$ cat src/rtl/ps2_codes_pkg.sv
// Scan-code constants, decoder state encoding and small byte-classification
// helpers shared by the PS/2 key decoder and its timer.
package ps2_codes_pkg;

  // Tracked key codes (set 2, non-extended)
  localparam logic [7:0] KEY_1      = 8'h16;
  localparam logic [7:0] KEY_2      = 8'h1E;
  localparam logic [7:0] KEY_SPACE  = 8'h29;
  localparam logic [7:0] KEY_ENTER  = 8'h5A;
  localparam logic [7:0] KEY_ESC    = 8'h76;

  // Prefix bytes
  localparam logic [7:0] PFX_E0     = 8'hE0;
  localparam logic [7:0] PFX_F0     = 8'hF0;
  localparam logic [7:0] PFX_E1     = 8'hE1;

  // Keyboard status / error bytes
  localparam logic [7:0] BAT_AA     = 8'hAA;
  localparam logic [7:0] ACK_FA     = 8'hFA;
  localparam logic [7:0] ECHO_EE    = 8'hEE;
  localparam logic [7:0] RESEND_FE  = 8'hFE;
  localparam logic [7:0] ERR_00     = 8'h00;
  localparam logic [7:0] ERR_FF     = 8'hFF;

  // Level vector bit positions
  localparam int LVL_ONE   = 0;
  localparam int LVL_TWO   = 1;
  localparam int LVL_SPACE = 2;
  localparam int LVL_ENTER = 3;
  localparam int LVL_ESC   = 4;
  localparam int NUM_KEYS  = 5;

  typedef enum logic [2:0] {
    ST_IDLE     = 3'd0,
    ST_GOT_E0   = 3'd1,
    ST_GOT_F0   = 3'd2,
    ST_GOT_E0F0 = 3'd3,
    ST_SKIP     = 3'd4
  } dec_state_t;

  // One-hot level mask for a tracked key code, zero for any other code.
  function automatic logic [NUM_KEYS-1:0] key_mask(input logic [7:0] code);
    logic [NUM_KEYS-1:0] mask;
    case (code)
      KEY_1:     mask = 5'b00001;
      KEY_2:     mask = 5'b00010;
      KEY_SPACE: mask = 5'b00100;
      KEY_ENTER: mask = 5'b01000;
      KEY_ESC:   mask = 5'b10000;
      default:   mask = 5'b00000;
    endcase
    return mask;
  endfunction

  // True for any of the three prefix bytes.
  function automatic logic is_prefix(input logic [7:0] code);
    return (code == PFX_E0) || (code == PFX_F0) || (code == PFX_E1);
  endfunction

  // True for keyboard status bytes that carry no key information.
  function automatic logic is_status(input logic [7:0] code);
    return (code == BAT_AA) || (code == ACK_FA) ||
           (code == ECHO_EE) || (code == RESEND_FE);
  endfunction

  // True for the receive-overrun / error bytes.
  function automatic logic is_overrun(input logic [7:0] code);
    return (code == ERR_00) || (code == ERR_FF);
  endfunction

endpackage

$ cat src/rtl/ps2_prefix_timer.sv
// Idle-cycle counter used to abandon a half-received prefix sequence.
// timeout is asserted on the enabled cycle where the count reaches
// TIMEOUT_CYCLES-1; clear has priority over enable.
module ps2_prefix_timer #(
  parameter int TIMEOUT_CYCLES = 100000
) (
  input  logic clk,
  input  logic reset,
  input  logic clear,
  input  logic enable,
  output logic timeout
);

  localparam int CNT_W = (TIMEOUT_CYCLES > 1) ? $clog2(TIMEOUT_CYCLES) : 1;
  localparam logic [CNT_W-1:0] LAST = CNT_W'(TIMEOUT_CYCLES - 1);

  logic [CNT_W-1:0] count;

  // Count idle cycles while enabled, saturating at the terminal value.
  always_ff @(posedge clk) begin
    if (reset) begin
      count <= '0;
    end else if (clear) begin
      count <= '0;
    end else if (enable && (count != LAST)) begin
      count <= count + CNT_W'(1);
    end else begin
      count <= count;
    end
  end

  assign timeout = enable && !clear && (count == LAST);

endmodule

$ cat src/rtl/ps2_key_decoder.sv
// PS/2 set-2 scan-code decoder: turns the received byte stream into held-key
// levels for 1, 2, Space, Enter and Esc plus a one-cycle key-event strobe
// carrying the code, make/break and extended flags of the last event.
module ps2_key_decoder
  import ps2_codes_pkg::*;
#(
  parameter int TIMEOUT_CYCLES = 100000,
  parameter int PAUSE_SKIP     = 7
) (
  input  logic       clk,
  input  logic       iReset,
  input  logic [7:0] iByte,
  input  logic       iByteValid,
  output logic       oOnePressed,
  output logic       oTwoPressed,
  output logic       oSpacePressed,
  output logic       oEnterPressed,
  output logic       oEscPressed,
  output logic       oKeyEvent,
  output logic [7:0] oKeyCode,
  output logic       oMake,
  output logic       oExtended
);

  localparam int SKIP_W = (PAUSE_SKIP > 1) ? $clog2(PAUSE_SKIP + 1) : 1;

  dec_state_t          state;
  dec_state_t          state_next;
  logic [SKIP_W-1:0]   skip_cnt;
  logic [SKIP_W-1:0]   skip_next;
  logic                timeout;

  logic                evt_fire;
  logic                evt_make;
  logic                evt_ext;
  logic [NUM_KEYS-1:0] lvl_set;
  logic [NUM_KEYS-1:0] lvl_clr;

  logic [NUM_KEYS-1:0] levels;
  logic                key_event;
  logic [7:0]          key_code;
  logic                key_make;
  logic                key_ext;

  // The prefix timer only runs while a sequence is in progress and no byte
  // arrives; any byte or a return to IDLE restarts it.
  ps2_prefix_timer #(
    .TIMEOUT_CYCLES(TIMEOUT_CYCLES)
  ) u_timer (
    .clk    (clk),
    .reset  (iReset),
    .clear  (iByteValid || (state == ST_IDLE)),
    .enable (state != ST_IDLE),
    .timeout(timeout)
  );

  // State and Pause-skip counter registers.
  always_ff @(posedge clk) begin
    if (iReset) begin
      state    <= ST_IDLE;
      skip_cnt <= '0;
    end else begin
      state    <= state_next;
      skip_cnt <= skip_next;
    end
  end

  // Next-state decode from the current state and the incoming byte.
  always_comb begin
    state_next = state;
    skip_next  = skip_cnt;
    if (timeout) begin
      state_next = ST_IDLE;
      skip_next  = '0;
    end else if (iByteValid) begin
      case (state)
        ST_IDLE: begin
          if (iByte == PFX_E0) begin
            state_next = ST_GOT_E0;
          end else if (iByte == PFX_F0) begin
            state_next = ST_GOT_F0;
          end else if ((iByte == PFX_E1) && (PAUSE_SKIP > 0)) begin
            state_next = ST_SKIP;
            skip_next  = SKIP_W'(PAUSE_SKIP);
          end else begin
            state_next = ST_IDLE;
          end
        end
        ST_GOT_E0: begin
          if (iByte == PFX_F0) begin
            state_next = ST_GOT_E0F0;
          end else if (iByte == PFX_E0) begin
            state_next = ST_GOT_E0;
          end else begin
            state_next = ST_IDLE;
          end
        end
        ST_GOT_F0: begin
          if (iByte == PFX_F0) begin
            state_next = ST_GOT_F0;
          end else if (iByte == PFX_E0) begin
            // A break prefix followed by E0 is treated as a fresh extended code
            state_next = ST_GOT_E0;
          end else begin
            state_next = ST_IDLE;
          end
        end
        ST_GOT_E0F0: begin
          state_next = ST_IDLE;
        end
        ST_SKIP: begin
          if (skip_cnt <= SKIP_W'(1)) begin
            state_next = ST_IDLE;
            skip_next  = '0;
          end else begin
            skip_next  = skip_cnt - SKIP_W'(1);
          end
        end
        default: begin
          state_next = ST_IDLE;
          skip_next  = '0;
        end
      endcase
    end else begin
      state_next = state;
    end
  end

  // Event and level-change decode for the byte arriving this cycle.
  always_comb begin
    evt_fire = 1'b0;
    evt_make = 1'b0;
    evt_ext  = 1'b0;
    lvl_set  = '0;
    lvl_clr  = '0;
    if (iByteValid) begin
      case (state)
        ST_IDLE: begin
          if (is_prefix(iByte) || is_status(iByte)) begin
            evt_fire = 1'b0;
          end else if (is_overrun(iByte)) begin
            lvl_clr = '1;
          end else begin
            evt_fire = 1'b1;
            evt_make = 1'b1;
            lvl_set  = key_mask(iByte);
          end
        end
        ST_GOT_E0: begin
          if ((iByte != PFX_F0) && (iByte != PFX_E0)) begin
            evt_fire = 1'b1;
            evt_make = 1'b1;
            evt_ext  = 1'b1;
          end else begin
            evt_fire = 1'b0;
          end
        end
        ST_GOT_F0: begin
          if ((iByte != PFX_F0) && (iByte != PFX_E0)) begin
            evt_fire = 1'b1;
            lvl_clr  = key_mask(iByte);
          end else begin
            evt_fire = 1'b0;
          end
        end
        ST_GOT_E0F0: begin
          if (!is_prefix(iByte)) begin
            evt_fire = 1'b1;
            evt_ext  = 1'b1;
          end else begin
            evt_fire = 1'b0;
          end
        end
        default: begin
          evt_fire = 1'b0;
        end
      endcase
    end else begin
      evt_fire = 1'b0;
    end
  end

  // Registered outputs: levels, event strobe and held event descriptor.
  always_ff @(posedge clk) begin
    if (iReset) begin
      levels    <= '0;
      key_event <= 1'b0;
      key_code  <= 8'h00;
      key_make  <= 1'b0;
      key_ext   <= 1'b0;
    end else begin
      levels    <= (levels & ~lvl_clr) | lvl_set;
      key_event <= evt_fire;
      if (evt_fire) begin
        key_code <= iByte;
        key_make <= evt_make;
        key_ext  <= evt_ext;
      end else begin
        key_code <= key_code;
        key_make <= key_make;
        key_ext  <= key_ext;
      end
    end
  end

  assign oOnePressed   = levels[LVL_ONE];
  assign oTwoPressed   = levels[LVL_TWO];
  assign oSpacePressed = levels[LVL_SPACE];
  assign oEnterPressed = levels[LVL_ENTER];
  assign oEscPressed   = levels[LVL_ESC];
  assign oKeyEvent     = key_event;
  assign oKeyCode      = key_code;
  assign oMake         = key_make;
  assign oExtended     = key_ext;

endmodule

$ cat config.mk
export PLATFORM = sky130hd
export DESIGN_NAME = ps2_key_decoder
export DESIGN_NICKNAME = d
export VERILOG_FILES = /design/src/rtl/ps2_codes_pkg.sv /design/src/rtl/ps2_prefix_timer.sv /design/src/rtl/ps2_key_decoder.sv
export SDC_FILE = /design/constraint.sdc
export NUM_CORES = 1
export LEC_CHECK = 0
export BUFFER_PORTS_ARGS = -buffer_cell sky130_fd_sc_hd__buf_2
export CAP_MARGIN = 20
export CORE_UTILIZATION = 59
export DETAILED_ROUTE_END_ITERATION = 7
export PLACE_DENSITY_LB_ADDON = 0.2
export SKIP_CTS_REPAIR_TIMING = 1
export SYNTH_ARGS = -nofsm -noshare
export SYNTH_HDL_FRONTEND = slang
export SYNTH_HIERARCHICAL = 1
export SYNTH_SLANG_ARGS = --single-unit
$ cat constraint.sdc
create_clock -name clk -period 2.9 [get_ports clk]
set_clock_uncertainty 0.05 [all_clocks]
set_input_delay 0.58 -clock clk [delete_from_list [all_inputs] [get_ports clk]]
set_output_delay 0.58 -clock clk [all_outputs]
set_load 0.05 [all_outputs]
==> reports/metrics.cfg, run 1 <==
[worst_setup_path]
cp-startpoint = u_timer/count[5]
end_kind = flop
crit_end = skip_cnt[2]
critical_path_required_ns = 3.02
start_kind = flop
r2r_setup_slack_ns = 0.55
worstPathArrival_ns = 2.47
r2r-end = skip_cnt[2]
critical_path_peak_fanout = 8
r2r-start = u_timer/count[5]
reg2reg_depth = 7
critPathKind = reg2reg

[finish]
utilization_pct = 66.67
register_area_um2 = 780.7
drive_above_1_share_pct = 19.81
multi_input_area_um2 = 1592
fin_nets = 333
syn_to_final_growth_pct = 6.924
fin_cells = 368
final_common_cell = dfxtp_1
fillers = 350
diodes = 0
final_cell_mix = 39 x dfxtp_1, 27 x nor2_1, 26 x buf_2

[global_routing]
antenna_found_initial = 0
top_usage_layer = met2
met3_usage_pct = 4.730
grt_pass1_wl_mm = 8.631
grt_util_met2_pct = 41.09
grt_start_max_net_pins = 34
grt_pass1_vias = 1948
use_met1_pct = 31.22
grt_overflow = 0
grtUsageTotal_pct = 24.74

[pwr]
peakVddDrop_uv = 271.4
power_frac_clock_pct = 33.2
power.internal_mw = 0.7452
seqPwrFrac_pct = 54.1
pwr_density_cell_nw_per_um2 = 375.4
fin_total_pwr_mw = 1.015
p_leak_nw = 0.9705
combPwrFrac_pct = 12.8
swShare_pct = 26.61
switchingPower_mw = 0.2703

[floorplanning]
die_y_um = 67.48
io_pins = 27
initial_utilization_pct = 62.35
die_w_um = 67.48
core_um2 = 4058
die-area_um2 = 4554
placementRows = 23

[place]
dp_hpwl_mm = 3.654
portBuffers = 26
gp_congestion = 0.8142
dp_cells = 362

[routing]
vias = 2278
route.final.wire_length_mm = 5.242
post_drt_wl_per_cell_um = 14.24
first_iter_violations = 154
first_pass_iters = 4
remaining_drc_errors = 0
route.antenna.remaining_nets = 0
vias_per_cell = 6.190

[sta]
timing.fmax_ghz = 0.4254
fin_hold_ws_ns = 0.4344
finalSetupTns_ns = 0
hold_viol = 0
rsz0062_at_grt = false
setup_viol = 0
period_share_pct = 81.06
slew_viol_final = 0
worst_pin_slew_ns = 1.026
slew_headroom_pct = 31.31
period_needed_ns = 2.351

[yosys]
syn_area_per_cell_um2 = 8.405
syn-cell-area_um2 = 2530
synth_top_area_share_pct = 30.86
synth_seq_cells = 39
synthArstFlopShare_pct = 0
synth.distinct_cells = 70
synth_xor_area_share_pct = 2.077
synth_top_flop_cell = dfxtp_1
synth-edff-count = 0
syn-num-nets = 315
synth_area_leader_cell = dfxtp_1
synthMuxAreaShare_pct = 4.748
ys_seq_area_share_pct = 30.86
synthTopCellsByArea = dfxtp_1 31%, mux2i_1 4.7%, nor2_1 4.0%, nand3_1 3.8%, nand2b_1 3.2%
synthCells = 301
synthAdderAreaFrac_pct = 1.484
synth_top_family_by_area = simple AND/OR/NAND/NOR gates
yosysWarningCount = 6
synth_compound_area_share_pct = 20.08
synthSimpleGateAreaFrac_pct = 34.52

[status]
outcome = complete, no violations

[cts]
cts_tree = yes
cts_buffers = 5
cts.path.max_buffers = 2
cts.sinks = 39
cts.clk_slew.worst_paths_ns = 0.07
h-tree-depth = 2
clock_latency_ns = 0.28
cts_root_buffer = clkbuf_8

[hold_path]
hold_class = reg2reg

[run]
maxCapViolCount = 0

layer usage:
metal  vias to the layer above  wire length (µm)
li1                       1162                 -
met2                        41              2485
met4                         0                54
met5                         -                 0
met3                         4               153
met1                      1071              2548
registers in the layout, summed over array words and instances, names as in the netlist:
register and count:
levels 5, oExtended 1, oKeyCode 8, oKeyEvent 1, oMake 1, skip_cnt 3
state 3, u_timer/count 17
logic make-up after synthesis:
kind of cell | after synthesis
AND/OR/NAND/NOR | 145
AO/OA/AOI/OAI | 68
flip-flops | 39
buffers and inverters | 28
multiplexers | 12
XOR/XNOR | 6
adder cells (fa/ha/maj) | 3
power groups by stage:
stage,registers (mW),clock network (mW),logic (mW)
finish,0.549,0.337,0.130
global route,0.550,0.369,0.139
CTS,0.549,0.345,0.129
detailed placement,0.561,0,0.129
global placement,0.561,0,0.127
floorplan,0.594,0,0.0697
critical path: stages (launching register included):
cell and delay, ns:
dfxtp_1 0.36, or4b_4 0.57, nor4_4 0.25, buf_4 0.19, nor3b_1 0.43, nor2_1 0.17, o211ai_1 0.11, o21ai_0 0.10
Yosys cell counts (4+ instances only):
cell       n
dfxtp_1   39
clkbuf_1   9
nand2_1   20
buf_2      5
nand2b_1  13
or3_1      4
nor4_1     6
and2b_2    8
o311ai_1   8
nand4_1    7
nand3_1   19
a21oi_1   15
mux2i_1   12
nor2_1    27
nor3_1    10
o21ai_0    7
inv_1      8
a211o_1    4
how the worst min path moves through the flow:
stage,slack [ns],end,startpoint,cells after the start
floorplan,0.40,skip_cnt[2],skip_cnt[2],2
global placement,0.41,u_timer/count[16],u_timer/count[16],2
detailed placement,0.42,skip_cnt[2],skip_cnt[2],2
CTS,0.43,skip_cnt[2],skip_cnt[2],2
global route,0.48,u_timer/count[16],u_timer/count[16],2
finish,0.43,u_timer/count[16],u_timer/count[16],2
cell type report:
cell class	instances	share of cell area (%)
Inverter	8	1.110
Multi-Input combinational cell	234	58.83
Clock buffer	6	2.683
Sequential cell	39	28.86
Tap cell	50	2.313
Timing Repair Buffer	31	6.198
per-stage QoR:
stage / area (µm²) / worst slack (ns)
floorplan: 2530 / 0.7492
finish: 2705 / 0.5492
global placement: 2633 / 0.3648
global route: 2705 / 0.3281
CTS: 2705 / 0.5637
detailed placement: 2633 / 0.2639
No activity file was read; power rests on OpenSTA's default activity.
==> inputs of run 2 (changes only) <==
--- a/config.mk
+++ b/config.mk
@@ -7,7 +7,7 @@
 export LEC_CHECK = 0
 export BUFFER_PORTS_ARGS = -buffer_cell sky130_fd_sc_hd__buf_2
 export CAP_MARGIN = 20
-export CORE_UTILIZATION = 59
+export CORE_UTILIZATION = 53
 export DETAILED_ROUTE_END_ITERATION = 7
 export PLACE_DENSITY_LB_ADDON = 0.2
 export SKIP_CTS_REPAIR_TIMING = 1
==> constraint.sdc (replaced) <==
create_clock -name clk -period 1.95 [get_ports clk]
set_clock_uncertainty 0.05 [all_clocks]
set_input_delay 0.39 -clock clk [delete_from_list [all_inputs] [get_ports clk]]
set_output_delay 0.39 -clock clk [all_outputs]
set_load 0.05 [all_outputs]
==> reports/metrics.cfg, run 2 (synthesis results as in run 1) <==
[worst_setup_path]
start_kind = flop
max_stage_delay_ns = 0.45
critical_path_peak_fanout = 6
r2r-start = u_timer/count[14]
crit_family = simple AND/OR/NAND/NOR gates
critical_path_required_ns = 2.10
crit_chain = or3_2, nor4_4, buf_4, mux2i_1, a311o_1
critPathKind = reg2reg
worstPathArrival_ns = 1.98
path_buf_inv = 1
cp-startpoint = u_timer/count[14]
end_kind = flop
crit_slowest_cell = or3_2

[pwr]
p_leak_nw = 1.154
peakVddDrop_uv = 340.5
fin_total_pwr_mw = 1.841
pwr_density_cell_nw_per_um2 = 611.8

[floorplanning]
io_pins = 27
die_y_um = 71.09
die_w_um = 71.09
placementRows = 24
die-area_um2 = 5054
initial_utilization_pct = 56.54
core_um2 = 4474

[routing]
route.antenna.remaining_nets = 0
remaining_drc_errors = 0
vias_per_cell = 6.050
route.final.wire_length_mm = 5.915
first_iter_violations = 120
post_drt_wl_per_cell_um = 14.86
first_pass_iters = 6
vias = 2408

[sta]
rsz0062_at_grt = false
timing.fmax_ghz = 0.5462
setup_viol = 0
slew_headroom_pct = 61.07
hold_viol = 0
worst_pin_slew_ns = 0.5778
period_share_pct = 93.89
fin_hold_ws_ns = 0.3769
slew_viol_final = 0
period_needed_ns = 1.831

[cts]
cts_buffers = 5
cts.path.max_buffers = 2
cts.sinks = 39
cts.clk_slew.worst_paths_ns = 0.09
cts_tree = yes
cts_root_buffer = clkbuf_8
clock_latency_ns = 0.30
h-tree-depth = 2

[finish]
final_cell_mix = 39 x dfxtp_1, 29 x buf_4, 26 x nor2_1, 26 x buf_2, 20 x nand2_1
drive_above_1_share_pct = 27.46
final_common_cell = dfxtp_1
fin_nets = 359
syn_to_final_growth_pct = 18.94
largest_register = u_timer/count
utilization_pct = 67.25
fin_cells = 398
diodes = 0
largest_reg_flops = 17

[global_routing]
grt_start_max_net_pins = 24
antenna_found_initial = 0
grt_pass1_wl_mm = 10.03
grtUsageTotal_pct = 25.22
grt_overflow = 0
grt_pass1_vias = 2270

[place]
dp_hpwl_mm = 4.137
gp_congestion = 0.8640
portBuffers = 26
dp_cells = 389

[status]
outcome = complete, no violations

[hold_path]
min_from = iReset
hold_class = in2reg

[run]
maxCapViolCount = 0

run 2: through the flow:
| stage | setup WS (ns) | TNS (ns) | instance area, µm² |
|---|---|---|---|
| 3_3_place_gp | 0.04945 | 0 | 2849 |
| 4_1_cts | 0.08965 | 0 | 2982 |
| 6_report | 0.1192 | 0 | 3009 |
| 5_1_grt | 0.01742 | 0 | 3009 |
| 3_5_place_dp | -0.02535 | -0.02535 | 2849 |
| 2_1_floorplan | 0.006280 | 0 | 2544 |
run 2: layout make-up:
| cell class | instances | area, µm² |
|---|---|---|
| Clock inverter | 2 | 60.06 |
| Fill cell | 372 | 1465 |
| Sequential cell | 39 | 780.7 |
| Multi-Input combinational cell | 234 | 1613 |
| Timing Repair Buffer | 57 | 387.9 |
| Clock buffer | 6 | 72.57 |
| Inverter | 8 | 30.03 |
| Tap cell | 52 | 65.06 |
run 2: path summary, 6_finish.rpt:
check,endpoint,slack [ns],cells after the start
setup / recovery,u_timer/count[1],0.12,5
setup reg to reg,u_timer/count[1],0.12,5
hold / removal,state[0],0.38,2
hold reg to reg,u_timer/count[16],0.43,2
run 2: power by group:
part | switching [mW] | internal [mW]
registers | 0.00664 | 0.810
clock network | 0.302 | 0.512
logic | 0.138 | 0.0729
total | 0.446 | 1.39
run 2: routing by layer:
metal  up-vias  routed length, µm  global-route usage [%]
li1       1209                  -                       -
met1      1139               2649                   29.75
met2        48               2976                   44.02
met3        12                183                   4.843
met4         0                106                   12.00
met5         -                  0                       0
==> inputs of run 3 (changes only) <==
--- a/config.mk
+++ b/config.mk
@@ -5,11 +5,13 @@
 export SDC_FILE = /design/constraint.sdc
 export NUM_CORES = 1
 export LEC_CHECK = 0
-export BUFFER_PORTS_ARGS = -buffer_cell sky130_fd_sc_hd__buf_2
+export ABC_AREA = 1
+export BUFFER_PORTS_ARGS = -buffer_cell sky130_fd_sc_hd__buf_4
 export CAP_MARGIN = 20
 export CORE_UTILIZATION = 53
 export DETAILED_ROUTE_END_ITERATION = 7
 export PLACE_DENSITY_LB_ADDON = 0.2
+export SETUP_SLACK_MARGIN = 0.4
 export SKIP_CTS_REPAIR_TIMING = 1
 export SYNTH_ARGS = -nofsm -noshare
 export SYNTH_HDL_FRONTEND = slang
==> reports/metrics.cfg, run 3 <==
[worst_setup_path]
critPathKind = reg2reg
worstPathArrival_ns = 1.71
start_kind = flop
critical_path_required_ns = 2.08
end_kind = flop
cp-startpoint = state[0]
critical_path_peak_fanout = 6
r2r_setup_slack_ns = 0.38
r2r-start = state[0]

[finish]
final_cell_mix = 88 x nand2_1, 47 x nor2_1, 38 x buf_4
syn_to_final_growth_pct = 22.61
final_common_cell = nand2_1
largest_reg_flops = 17
fillers = 375
diodes = 0
drive_above_1_share_pct = 35.66
fin_nets = 414
largest_register = u_timer/count

[cts]
cts.path.max_buffers = 2
cts.clk_slew.worst_paths_ns = 0.08
cts_tree = yes
cts_root_buffer = clkbuf_8
cts.sinks = 39
clock_latency_ns = 0.29
cts_buffers = 5
h-tree-depth = 2

[sta]
rsz0062_at_grt = true
timing.fmax_ghz = 0.6362
finalWorstSetupSlack_ns = 0.3783
period_share_pct = 80.60
slew_viol_final = 0
setup_viol = 0
finalSetupTns_ns = 0
hold_viol = 0
period_needed_ns = 1.572
slew_headroom_pct = 71.56
worst_pin_slew_ns = 0.4266

[floorplanning]
die_y_um = 70.54
die-area_um2 = 4976
io_pins = 27
initial_utilization_pct = 56.02
placementRows = 24
core_um2 = 4444
die_w_um = 70.54

[yosys]
syn-num-nets = 374
synthArstFlopShare_pct = 0
synthTopCellsByArea = dfxtp_1 31%, nand2_1 14%, nor2_1 7.4%, nand3_2 5.2%, inv_1 4.2%
ys_seq_area_share_pct = 31.36
synth_top_flop_cell = dfxtp_1
synthCells = 360
synth-edff-count = 0
synth_top_area_share_pct = 31.36
post-synth-top-count-cell = nand2_1
syn_area_per_cell_um2 = 6.916
syn-cell-area_um2 = 2490
synth.distinct_cells = 36
synth_common_cells = 91 x nand2_1, 49 x nor2_1, 39 x dfxtp_1
yosysWarningCount = 6
synth_seq_cells = 39
synth_area_leader_cell = dfxtp_1

[global_routing]
grt_util_met2_pct = 40.02
grt_pass1_vias = 2161
use_met1_pct = 27.68
grt_pass1_wl_mm = 9.142
antenna_found_initial = 0
grt_start_max_net_pins = 32
met3_usage_pct = 4.416
grtUsageTotal_pct = 22.68
top_usage_layer = met2
grt_overflow = 0

[pwr]
pwr_density_cell_nw_per_um2 = 600.0
p_leak_nw = 1.217
peakVddDrop_uv = 590.1

[routing]
remaining_drc_errors = 7
first_pass_iters = 6
post_drt_wl_per_cell_um = 13.28
first_iter_violations = 121
route.antenna.remaining_nets = 0
route.final.wire_length_mm = 6.014
vias_per_cell = 5.464
vias = 2475

[hold_path]
min_from = iReset
hold_class = in2reg

[place]
dp_hpwl_mm = 3.873
gp_congestion = 0.8963
portBuffers = 26
post-place-ws_ns = 0.1261

[status]
outcome = finished with violations
violations = DRC

[run]
maxCapViolCount = 0

-- run 3: layer usage --
metal  up-vias  share of wire (%)  routed length (µm)
met5         -                  0                   0
met4         0                2.5                 153
met3        15                4.4                 264
met2        61                 50                3026
met1      1153                 43                2569
li1       1246                  -                   -
-- run 3: final timing paths --
check,to,cells past startpoint
setup / recovery,u_timer/count[4],9
hold / removal,levels[1],2
setup reg to reg,u_timer/count[4],9
hold reg to reg,levels[1],2
-- run 3: cell families (layout without fill, tap and decap cells) --
group / Yosys count / in the layout / synth area share [%]
flip-flops: 39 / 39 / 31.36
buffers and inverters: 51 / 89 / 10.15
AND/OR/NAND/NOR: 214 / 217 / 43.22
adder cells (fa/ha/maj): 3 / 3 / 1.508
XOR/XNOR: 2 / 2 / 0.7036
AO/OA/AOI/OAI: 51 / 51 / 13.07
-- run 3: where the power goes --
group          total, mW  switching [mW]  internal [mW]  leakage, nW
logic              0.319           0.210          0.109        0.838
registers          0.828          0.0142          0.814        0.321
clock network      0.684           0.303          0.381       0.0581
total               1.83           0.527           1.30         1.22
-- run 3: stage by stage --
stage	util [%]	std cells	area, µm²	power (mW)	hold slack [ns]
6_report	68.69	453	3053	1.832	0.2968
5_1_grt	68.69	453	3053	1.912	0.2965
4_1_cts	63.65	438	2829	1.817	0.2836
3_5_place_dp	61.12	430	2716	1.134	0.4118
3_3_place_gp	61.12	430	2716	1.129	0.3997
2_1_floorplan	-	360	2534	1.073	0.3979
-- run 3: critical path: stages, from the launching register on --
cell and delay [ns]:
dfxtp_4 0.38, inv_4 0.07, nand2_4 0.05, nor2_4 0.19, clkinv_4 0.12, nand4_1 0.15, buf_6 0.15, inv_1 0.05
a21oi_1 0.18, nor2_1 0.07
-- run 3: area by class of cell --
type                            instances  area (µm²)  share of cell area, %
Tap cell                               52       65.06                  2.131
Clock buffer                            5       68.82                  2.254
Timing Repair Buffer                   40       316.6                  10.37
Multi-Input combinational cell        273        1594                  52.21
Sequential cell                        39       794.5                  26.02
Timing Repair inverter                  1       5.005                 0.1639
Inverter                               40       165.2                  5.410
Clock inverter                          3       43.79                  1.434
